### src/rtl/seg_bcd_formatter.sv
// seg_bcd_formatter: sequential double-dabble converter producing the 4-digit seven-segment nums word
// Ports: clk, rst (sync, active-high); start/value/neg request a conversion (sampled only in IDLE);
// busy is high during a conversion, done pulses when nums updates, nums = {BCD4,BCD3,BCD2,BCD1}.
module seg_bcd_formatter #(
    parameter int          WIDTH     = 14,
    parameter logic [15:0] ERR_CODE  = 16'hBEFF,
    parameter logic [15:0] IDLE_CODE = 16'hBBBB
) (
    input  logic             clk,
    input  logic             rst,
    input  logic             start,
    input  logic [WIDTH-1:0] value,
    input  logic             neg,
    output logic             busy,
    output logic             done,
    output logic [15:0]      nums
);
    localparam logic [1:0] S_IDLE  = 2'd0;
    localparam logic [1:0] S_CONV  = 2'd1;
    localparam logic [1:0] S_WRITE = 2'd2;
    logic [1:0]       r_state;
    logic [WIDTH-1:0] r_shift;
    logic [15:0]      r_bcd;
    logic [3:0]       r_cnt;
    logic             r_neg;
    logic             r_oor;
    logic             r_busy;
    logic             r_done;
    logic [15:0]      r_nums;
    logic [15:0]      w_adj;
    logic             w_oor;
    // add-3 correction on every nibble before the shift
    for (genvar g = 0; g < 4; g++) begin : g_adj
        assign w_adj[4*g +: 4] = (r_bcd[4*g +: 4] >= 4'd5) ? r_bcd[4*g +: 4] + 4'd3 : r_bcd[4*g +: 4];
    end
    // a negative value loses one digit to the leading '-'
    assign w_oor = (32'(value) > 32'd9999) || (neg && (32'(value) > 32'd999));
    always_ff @(posedge clk) begin
        if (rst) begin
            r_state <= S_IDLE;
            r_shift <= '0;
            r_bcd   <= '0;
            r_cnt   <= '0;
            r_neg   <= 1'b0;
            r_oor   <= 1'b0;
            r_busy  <= 1'b0;
            r_done  <= 1'b0;
            r_nums  <= IDLE_CODE;
        end else begin
            r_done <= 1'b0;
            case (r_state)
                S_IDLE: if (start) begin
                    r_shift <= value;
                    r_neg   <= neg;
                    r_oor   <= w_oor;
                    r_bcd   <= '0;
                    r_cnt   <= '0;
                    r_busy  <= 1'b1;
                    r_state <= S_CONV;
                end
                S_CONV: begin
                    // bits shifted out above bit 15 only occur for out-of-range inputs
                    r_bcd   <= 16'({w_adj, r_shift[WIDTH-1]});
                    r_shift <= r_shift << 1;
                    r_cnt   <= r_cnt + 4'd1;
                    r_state <= (r_cnt == 4'(WIDTH - 1)) ? S_WRITE : S_CONV;
                end
                S_WRITE: begin
                    r_nums  <= r_oor ? ERR_CODE : (r_neg ? {4'hB, r_bcd[11:0]} : r_bcd);
                    r_done  <= 1'b1;
                    r_busy  <= 1'b0;
                    r_state <= S_IDLE;
                end
                default: r_state <= S_IDLE;
            endcase
        end
    end
    assign busy = r_busy;
    assign done = r_done;
    assign nums = r_nums;
endmodule
### config.mk
export PLATFORM = sky130hd
export DESIGN_NAME = seg_bcd_formatter
export DESIGN_NICKNAME = d
export VERILOG_FILES = /design/src/rtl/seg_bcd_formatter.sv
export SDC_FILE = /design/constraint.sdc
export NUM_CORES = 1
export LEC_CHECK = 0
export CORE_MARGIN = 5
export CORE_UTILIZATION = 50
export CTS_BUF_LIST = sky130_fd_sc_hd__clkbuf_2 sky130_fd_sc_hd__clkbuf_4 sky130_fd_sc_hd__clkbuf_8
export DETAILED_ROUTE_END_ITERATION = 8
export MAX_ROUTING_LAYER = met4
export PLACE_DENSITY = 0.81
export SYNTH_ARGS = -nofsm -noshare
export SYNTH_HDL_FRONTEND = slang
export SYNTH_SLANG_ARGS = --single-unit
### constraint.sdc
create_clock -name clk -period 1.3 [get_ports clk]
set_input_delay 0.26 -clock clk [delete_from_list [all_inputs] [get_ports clk]]
set_output_delay 0.26 -clock clk [all_outputs]
set_load 0.02 [all_outputs]
Word level (Yosys, flattened, before mapping)
Index checks and enable logic that the tools add are counted.
{"block": "totals", "latch_bits": 0, "word_cells": 50, "in_bits": 18, "ram_bits": 0, "romBits": 0, "ff_bits": 56, "n_memories": 0}
{"block": "classes", "bitwise": 0, "multipliers": 0, "n_div": 0, "eq_ne": 4, "order_cmp": 6, "shifts": 0, "muxes": 18, "n_reduce_logical": 8, "n_addsub": 5}
{"op": "16-bit two-way mux", "count": 3}
{"op": "16-bit one-hot mux with 2 select lines", "count": 1}
{"op": "14-bit one-hot mux with 2 select lines", "count": 1}
{"op": "4-bit by 3-bit >= comparator with 1-bit output (second input constant)", "count": 4}
{"op": "4-bit two-way mux", "count": 4}
{"op": "14-bit by 10-bit greater-than comparator with 1-bit output (second input constant)", "count": 1}
{"op": "14-bit greater-than comparator (second input constant)", "count": 1}
{"op": "14-bit two-way mux", "count": 1}
{"op": "4-bit by 2-bit adder with 4-bit output (second input constant)", "count": 3}
{"op": "4-bit one-hot mux with 2 select lines", "count": 1}
{"op": "2-bit AND reduction", "count": 3}
{"op": "4-bit by 1-bit adder with 4-bit output (second input constant)", "count": 1}
{"op": "4-bit equality test (second input constant)", "count": 1}
{"op": "2-bit two-way mux", "count": 2}
{"op": "2-bit one-hot mux with 2 select lines", "count": 1}
{"op": "2-bit nonzero test", "count": 2}
{"op": "3-bit by 2-bit adder with 3-bit output (second input constant)", "count": 1}
{"op": "3-bit two-way mux", "count": 1}
{"op": "2-bit by 1-bit equality test with 1-bit output (second input constant)", "count": 1}
{"op": "2-bit equality test (second input constant)", "count": 1}
{"op": "2-bit logical NOT", "count": 1}
{"op": "1-bit two-way mux", "count": 2}
{"op": "2-bit inequality test (second input constant)", "count": 1}
{"op": "1-bit one-hot mux with 2 select lines", "count": 1}
{"op": "2 further kinds", "count": 2}

Longest topological paths before layout
Gate-level depths: netlist of run 1.
{"block": "logic_depth", "depth_word": 3, "ltp_mapped": 5, "depth_no_buf": 5}

Worst setup path before layout of run 1
Ideal clock, no wire load.
{"block": "synth_path", "kind": "flip-flop to flip-flop", "startpoint": "reg r_bcd[0]", "endpoint": "reg r_bcd[4]", "path_buffers": 0, "path_slack_ns": 0.000, "path_stages_with_launch": 6, "t_arrival_ns": 1.199, "synth_period_minus_slack_ns": 1.300, "path_cell_list": "dfxtp_1 -> inv_1 -> ha_1 -> nor2b_1 -> o21a_1 -> o41ai_1"}
{"block": "synth_between", "elab_chain_cells": 3, "elab_cells_between_ends": 4, "classes_between": "1 x add/sub; 1 x order compare; 2 x mux"}
{"element": "start: declaration", "line": "23", "rtl": "logic [15:0] r_bcd;"}
{"element": "start signal: assignment", "line": "63", "rtl": "r_bcd <= 16'({w_adj, r_shift[WIDTH-1]});"}
{"element": "4-bit by 2-bit adder with 4-bit output or 4-bit by 3-bit >= comparator with 1-bit output (tied branches)", "line": "34", "rtl": "assign w_adj[4*g +: 4] = (r_bcd[4*g +: 4] >= 4'd5) ? r_bcd[4*g +: 4] + 4'd3 : r_bcd[4*g +: 4];"}
{"element": "4-bit two-way mux *", "line": "34"}
{"element": "16-bit one-hot mux with 2 select lines *", "line": "51", "rtl": "case (r_state)"}
Every way passes the cells marked *; elsewhere a longest branch is shown, timed or not.
A chain may end at the register's enable or synchronous reset.

Worst setup path in the final report of run 1
{"block": "layout_path", "startpoint": "reg r_state[0]", "endpoint": "reg r_bcd[14]"}
{"block": "layout_between", "elab_chain_cells": 3, "elab_cells_between_ends": 6, "classes_between": "2 x eq/ne; 1 x mux; 3 x reduce/logical"}
{"element": "start: declaration", "line": "21", "rtl": "logic [1:0] r_state;"}
{"element": "start signal: assignment", "line": "66", "rtl": "r_state <= (r_cnt == 4'(WIDTH - 1)) ? S_WRITE : S_CONV;"}
{"element": "2-bit by 1-bit equality test with 1-bit output or 2-bit logical NOT (tied branches)", "line": "51"}
{"element": "2-bit nonzero test (no line) or 2-bit inequality test (tied branches)"}
{"element": "2-bit AND reduction (no line)"}
Parallel ways exist; a longest one is shown, timed or not.

==> impl_metrics.csv, run 1 <==
group,metric,value,unit
synth,synth_area_per_cell,9.099,um2
synth,yosys_warnings,0,
synth,synth_ff_type,"dfxtp_1",
detailed_routing,dr.pass1.iters,5,
clock_network,clock_path_buffers,2,
clock_network,root_buffer,"clkbuf_8",
power,comb_power_share,16.3,%
timing,finalSetupTns,-0.7527,ns
synth,syn-instance-count,312,
detailed_routing,wirelength,8543,um
timing,worst_pin_slew,0.3720,ns
synth,ys_ff_latch,56,
power,powerDensity,854.8,nW/um2
worst_hold_path,min_path_type,"reg2reg",
floorplan,die_area,7285,um2
global_route,grt_pass1_vias,2666,
placed_design,dp_slack,-0.3539,ns
global_route,antenna_found_initial,0,
placed_design,dpl.hpwl,5312,um
detailed_routing,wire_per_inst,18.18,um
power,power,3371,uW
clock_network,htree_levels,2,
finish,finish.utilization,71.62,%
clock_network,cts_made_buffers,5,
power,seqPwrFrac,53.6,%
global_route,gr-total-overflow,0,
synth,synth_cell_types,51,
detailed_routing,via_count,2787,
placed_design,numPortBuffers,35,
timing,fin_crit_sh,112.6,%
placed_design,place_congestion,0.9328,
critical_path,crit_required,1.52,ns
floorplan,num_rows,27,
clock_network,cts_tree,"yes",
placed_design,dp.cells,452,
power,p_leak,0.001519,uW
detailed_routing,viasPerCell,5.930,
power,swShare,26.25,%
flow_run,maxCapViolCount,0,
floorplan,io_pins,36,
global_route,grt_first_pass_wirelength,12770,um
floorplan,core-area,5507,um2
critical_path,cp_max_fo,7,
power,power.share.clock,30.1,%
detailed_routing,drc,0,
run_status,status,"finished with violations",
timing,finalClockSkew,0.01753,ns
finish,drive_gt1_share,35.18,%
timing,rsz0062_at_grt,"yes",
clock_network,path_clk_slew,0.11,ns
critical_path,cp-start-kind,"register",
global_route,grt_usage,22.21,%
critical_path,critPathCaptureType,"register",
timing,fin_crit,1.464,ns
finish,nFillCells,341,
synth,synth-edff-count,0,
power,net-switching-power,884.8,uW
finish,area_growth,38.92,%
synth,syn_nets,340,
power,p_int,2486,uW
synth,async_flop_share,0,%
finish,diodes,0,
detailed_routing,first_iter_violations,239,
finish,nNetsFinal,425,
clock_network,insertion_delay,0.32,ns
timing,worst_slew_margin_rel,74.97,%
floorplan,start_util,51.56,%
timing,setup_violations,14,
detailed_routing,antenna_left,0,
clock_network,clock_sinks,56,
run_status,violations,"setup timing",
finish,instances_no_fill,470,
floorplan,die_w,85.35,um
global_route,grt_max_degree,22,
synth,synth_seq_area_share,39.49,%
timing,report.final.slew_viol_count,0,
floorplan,die_y,85.35,um
synth,netlist_area,2839,um2
critical_path,crit_type,"reg2reg",
critical_path,worstPathArrival,1.69,ns
timing,final-hold-violation-count,0,
timing,fmax,0.6830,GHz
timing,finalWorstSetupSlack,-0.1641,ns
power,irDropWorstVdd,500.5,uV
[cell usage in the layout (no fill, tap or decap), drive strengths merged, types with 6 or more instances in the layout]
cell type      count
buf               63
dfxtp             56
nor2              28
a21oi             23
inv               21
o21ai             20
clkdlybuf4s50     16
dlygate4sd2       16
nand3             16
nor2b             15
o221a             14
nand2             12
o211ai            11
ha                10
nor3               9
o2111ai            8
clkbuf             6
[final cells by class]
| cell class | count | area, um2 | share of cell area [%] |
|---|---|---|---|
| Multi-Input combinational cell | 215 | 1672 | 42.39 |
| Clock inverter | 2 | 10.01 | 0.2538 |
| Sequential cell | 56 | 1135 | 28.78 |
| Tap cell | 72 | 90.09 | 2.284 |
| Inverter | 21 | 78.83 | 1.999 |
| Timing Repair Buffer | 98 | 875.8 | 22.21 |
| Clock buffer | 6 | 82.58 | 2.094 |
[cells in the mapped netlist (2+ instances only)]
library cell | number | area [um2]
nor3b_4 | 2 | 37.54
xnor2_1 | 3 | 26.28
buf_1 | 2 | 7.510
nand2b_1 | 3 | 18.77
clkbuf_1 | 4 | 15.01
a22oi_1 | 2 | 15.01
nor2b_1 | 14 | 87.58
o2111ai_1 | 8 | 70.07
dfxtp_1 | 56 | 1121
or2b_1 | 2 | 15.01
o211ai_1 | 8 | 60.06
o211ai_2 | 3 | 37.54
buf_2 | 7 | 35.03
nor2_1 | 28 | 105.1
inv_1 | 20 | 75.07
nand4_1 | 2 | 12.51
o21a_1 | 4 | 30.03
o21ai_0 | 16 | 80.08
nor3b_1 | 2 | 15.01
o22ai_1 | 3 | 18.77
nand2_1 | 12 | 45.04
o221a_2 | 13 | 146.4
o21ai_1 | 4 | 20.02
ha_1 | 10 | 125.1
a21oi_1 | 23 | 115.1
buf_6 | 5 | 56.30
buf_4 | 3 | 22.52
nor3_1 | 8 | 40.04
nor4b_2 | 4 | 60.06
o41ai_1 | 4 | 35.03
a2bb2oi_1 | 2 | 17.52
nand3_1 | 16 | 80.08
[cells by family after synthesis]
kind of cell / synth area share [%]
and+or+nand+nor: 21.51
buffers and inverters: 7.580
muxes: 0.3526
adders and majority gates: 4.407
DFF: 39.49
AOI/OAI and AO/OA: 25.43
xor gates and xnor gates: 1.234
[final timing paths]
check / cells after the start / endpoint / slack (ns) / start
max: 5 / r_bcd[14] / -0.16 / r_state[0]
min: 2 / nums[2] / 0.47 / nums[2]
max reg2reg: 5 / r_bcd[14] / -0.16 / r_state[0]
min reg2reg: 2 / nums[2] / 0.47 / nums[2]
[power groups by stage]
stage / Sequential (uW) / Clock (uW) / Combinational, uW
2_1_floorplan: 1840 / 0 / 267
3_3_place_gp: 1840 / 0 / 463
3_5_place_dp: 1840 / 0 / 474
4_1_cts: 1800 / 994 / 500
5_1_grt: 1810 / 1060 / 586
6_report: 1810 / 1010 / 548
[per-layer routing]
layer	vias up	global-route usage, %	share of wire (%)
li1	1306	-	-
met1	1328	25.88	41
met2	125	36.16	49
met3	28	4.369	6.6
met4	0	11.37	2.9
met5	-	-	0
[stage by stage]
step                      area [um2]  hold slack (ns)
after global routing            3944           0.4926
final                           3944           0.4712
after floorplan                 2839           0.3625
after global placement          3586           0.4450
after CTS                       3754           0.4626
after detailed placement        3586           0.4516
[what timing repair did]
item	in CTS	in global routing
resized for setup	30	42
pin swaps	3	10
gates cloned	0	1
setup endpoints to repair	39	38
hold buffers	0	0
buffers inserted	7	3
[critical path, stage by stage (launching register included)]
cell,delay (ns)
dfxtp_4,0.41
buf_6,0.13
nor3b_4,0.21
buf_6,0.16
or2b_1,0.25
o211ai_1,0.21
[sequential cells by signal, indices dropped and copies added, names as in the netlist]
| name | cells |
|---|---|
| r_cnt | 4 |
| r_bcd | 16 |
| r_shift | 14 |
| done | 1 |
| r_oor | 1 |
| nums | 16 |
| r_neg | 1 |
| busy | 1 |
| r_state | 2 |
Note: power is estimated with default switching activity, not from simulation.
==> inputs of run 2 (changes only) <==
Settings changed: HOLD_SLACK_MARGIN set to 0.08.
==> results of run 2 <==
Same layout as run 1: the final DEF is identical, and so are final timing and power.
==> inputs of run 3 (changes only) <==
Settings changed: CAP_MARGIN set to 25, MAX_ROUTING_LAYER met4 to unset, TNS_END_PERCENT set to 5.
==> impl_metrics.csv, run 3 (synthesized netlist as in run 1, its figures left out) <==
group,metric,value,unit
timing,rsz0062_at_grt,"yes",
clock_network,insertion_delay,0.31,ns
critical_path,worstPathArrival,1.69,ns
critical_path,crit_required,1.53,ns
placed_design,numPortBuffers,35,
floorplan,io_pins,36,
clock_network,cts_made_buffers,5,
global_route,grt_usage,20.89,%
clock_network,htree_levels,2,
power,irDropWorstVdd,527.3,uV
floorplan,die_area,7285,um2
power,seqPwrFrac,54.9,%
global_route,grt_first_pass_wirelength,12400,um
detailed_routing,antenna_left,0,
clock_network,clock_sinks,56,
critical_path,cp_max_fo,8,
finish,diodes,0,
worst_hold_path,hold_start,"nums[10]",
power,p_int,2458,uW
detailed_routing,viasPerCell,5.829,
detailed_routing,dr.pass1.iters,5,
run_status,violations,"setup timing",
critical_path,cp-start-kind,"register",
power,swShare,25.24,%
placed_design,placed_cell_area,3586,um2
critical_path,cp_cell_sequence,"buf_6 > nor3b_4 > buf_4 > nand2b_1 > o211ai_1",
power,p_leak,0.001456,uW
timing,worst_slew_margin_rel,73.52,%
critical_path,r2r-end,"r_bcd[10]",
worst_hold_path,holdPathStages,2,
critical_path,crit_buf_inv,2,
finish,nFillCells,391,
finish,final_common_cell,"dfxtp_1",
floorplan,core-area,5507,um2
timing,fin_crit,1.458,ns
run_status,status,"finished with violations",
critical_path,crit_family,"simple AND/OR/NAND/NOR gates",
critical_path,critPathCaptureType,"register",
timing,worst_pin_slew,0.3967,ns
placed_design,dp_slack,-0.3539,ns
timing,fin_crit_sh,112.2,%
finish,regArea,1132,um2
timing,finalClockSkew,0.01053,ns
finish,area_growth,32.75,%
floorplan,start_util,51.56,%
global_route,grt_max_degree,22,
detailed_routing,drc,0,
power,powerDensity,872.6,nW/um2
placed_design,dpl.hpwl,5312,um
finish,finish.utilization,68.44,%
clock_network,path_clk_slew,0.10,ns
timing,setup_violations,29,
detailed_routing,wire_per_inst,16.55,um
clock_network,clock_path_buffers,2,
critical_path,rrSetupSlack,-0.16,ns
floorplan,die_y,85.35,um
placed_design,dp.cells,452,
worst_hold_path,min_path_type,"reg2reg",
finish,nNetsFinal,417,
critical_path,crit_type,"reg2reg",
critical_path,r2r_cells,5,
global_route,gr-total-overflow,0,
clock_network,root_buffer,"clkbuf_8",
global_route,grt_pass1_vias,2595,
power,comb_power_share,15.2,%
power,power.share.clock,29.9,%
clock_network,cts_tree,"yes",
placed_design,place_congestion,0.9168,
timing,finalWorstSetupSlack,-0.1585,ns
floorplan,die_w,85.35,um
finish,drive_gt1_share,30.00,%
timing,fmax,0.6857,GHz
detailed_routing,first_iter_violations,162,
detailed_routing,via_count,2693,
timing,whs,0.4636,ns
critical_path,critPathSlowestCell,"dfxtp_4",
floorplan,num_rows,27,
timing,final-hold-violation-count,0,
finish,instances_no_fill,462,
detailed_routing,wirelength,7644,um
critical_path,r2r_start,"r_state[0]",
finish,final_area,3769,um2
timing,report.final.slew_viol_count,0,
flow_run,maxCapViolCount,0,
worst_hold_path,whs_endpoint,"nums[10]",
power,net-switching-power,829.9,uW
critical_path,cpPeakStageDelay,0.39,ns
finish,multi_input_area,1569,um2
global_route,antenna_found_initial,0,
finish,final_cell_mix,"49 x dfxtp_1, 48 x buf_4, 28 x nor2_1, 23 x a21oi_1, 20 x inv_1",
-- run 3: changes by cell type in the layout (fill, tap and decap cells not counted), sizes merged --
cell and change:
buf -7, clkdlybuf4s15 -2, clkdlybuf4s50 +1, dlygate4sd2 +1, o21ba -1
-- run 3: cell type report --
type / instances / share of cell area [%]
Multi-Input combinational cell: 214 / 41.63
Sequential cell: 56 / 30.05
Timing Repair Buffer: 91 / 21.38
Tap cell: 72 / 2.390
Clock buffer: 6 / 2.191
Inverter: 21 / 2.092
Clock inverter: 2 / 0.2656
-- run 3: timing repair --
item                       4_1_cts  5_1_grt
hold buffers                     0        0
setup endpoints to repair       39       39
gates cloned                     0        0
resized for setup               26       20
pin swaps                        3        5
setup buffers                    0        2
-- run 3: metrics by stage --
step,TNS (ns),total power (uW)
after CTS,-0.6755,3276
after detailed placement,-10.16,2318
after global routing,-3.723,3414
after global placement,-8.717,2304
final,-1.316,3288
after floorplan,0,2106
-- run 3: per-layer routing --
metal | vias up | GRT usage, % | routed length, um
li1 | 1291 | - | -
met1 | 1267 | 25.70 | 3160
met2 | 106 | 35.95 | 3839
met3 | 29 | 3.592 | 393
met4 | 0 | 8.489 | 250
met5 | - | 0 | 0
-- run 3: power groups by stage --
stage	logic (uW)	registers, uW	clock network, uW
final	500	1800	984
after global routing	538	1810	1070
after CTS	478	1800	994
after detailed placement	474	1840	0
after global placement	463	1840	0
after floorplan	267	1840	0
-- run 3: worst max-delay path by stage --
stage	slack [ns]	end	depth (start not counted)	from
floorplan	0.00004	r_bcd[4]	5	r_bcd[0]
global placement	-0.31	r_oor	4	start
detailed placement	-0.35	r_bcd[10]	5	rst
CTS	-0.10	r_bcd[10]	5	r_state[0]
global route	-0.19	r_bcd[14]	4	r_state[0]
finish	-0.16	r_bcd[10]	5	r_state[0]
-- run 3: tightest hold or removal path, delay by kind of cell (launching register included) --
family             cells  cell delay, ns
and+or+nand+nor        1            0.05
DFF                    1            0.32
AOI/OAI and AO/OA      1            0.05
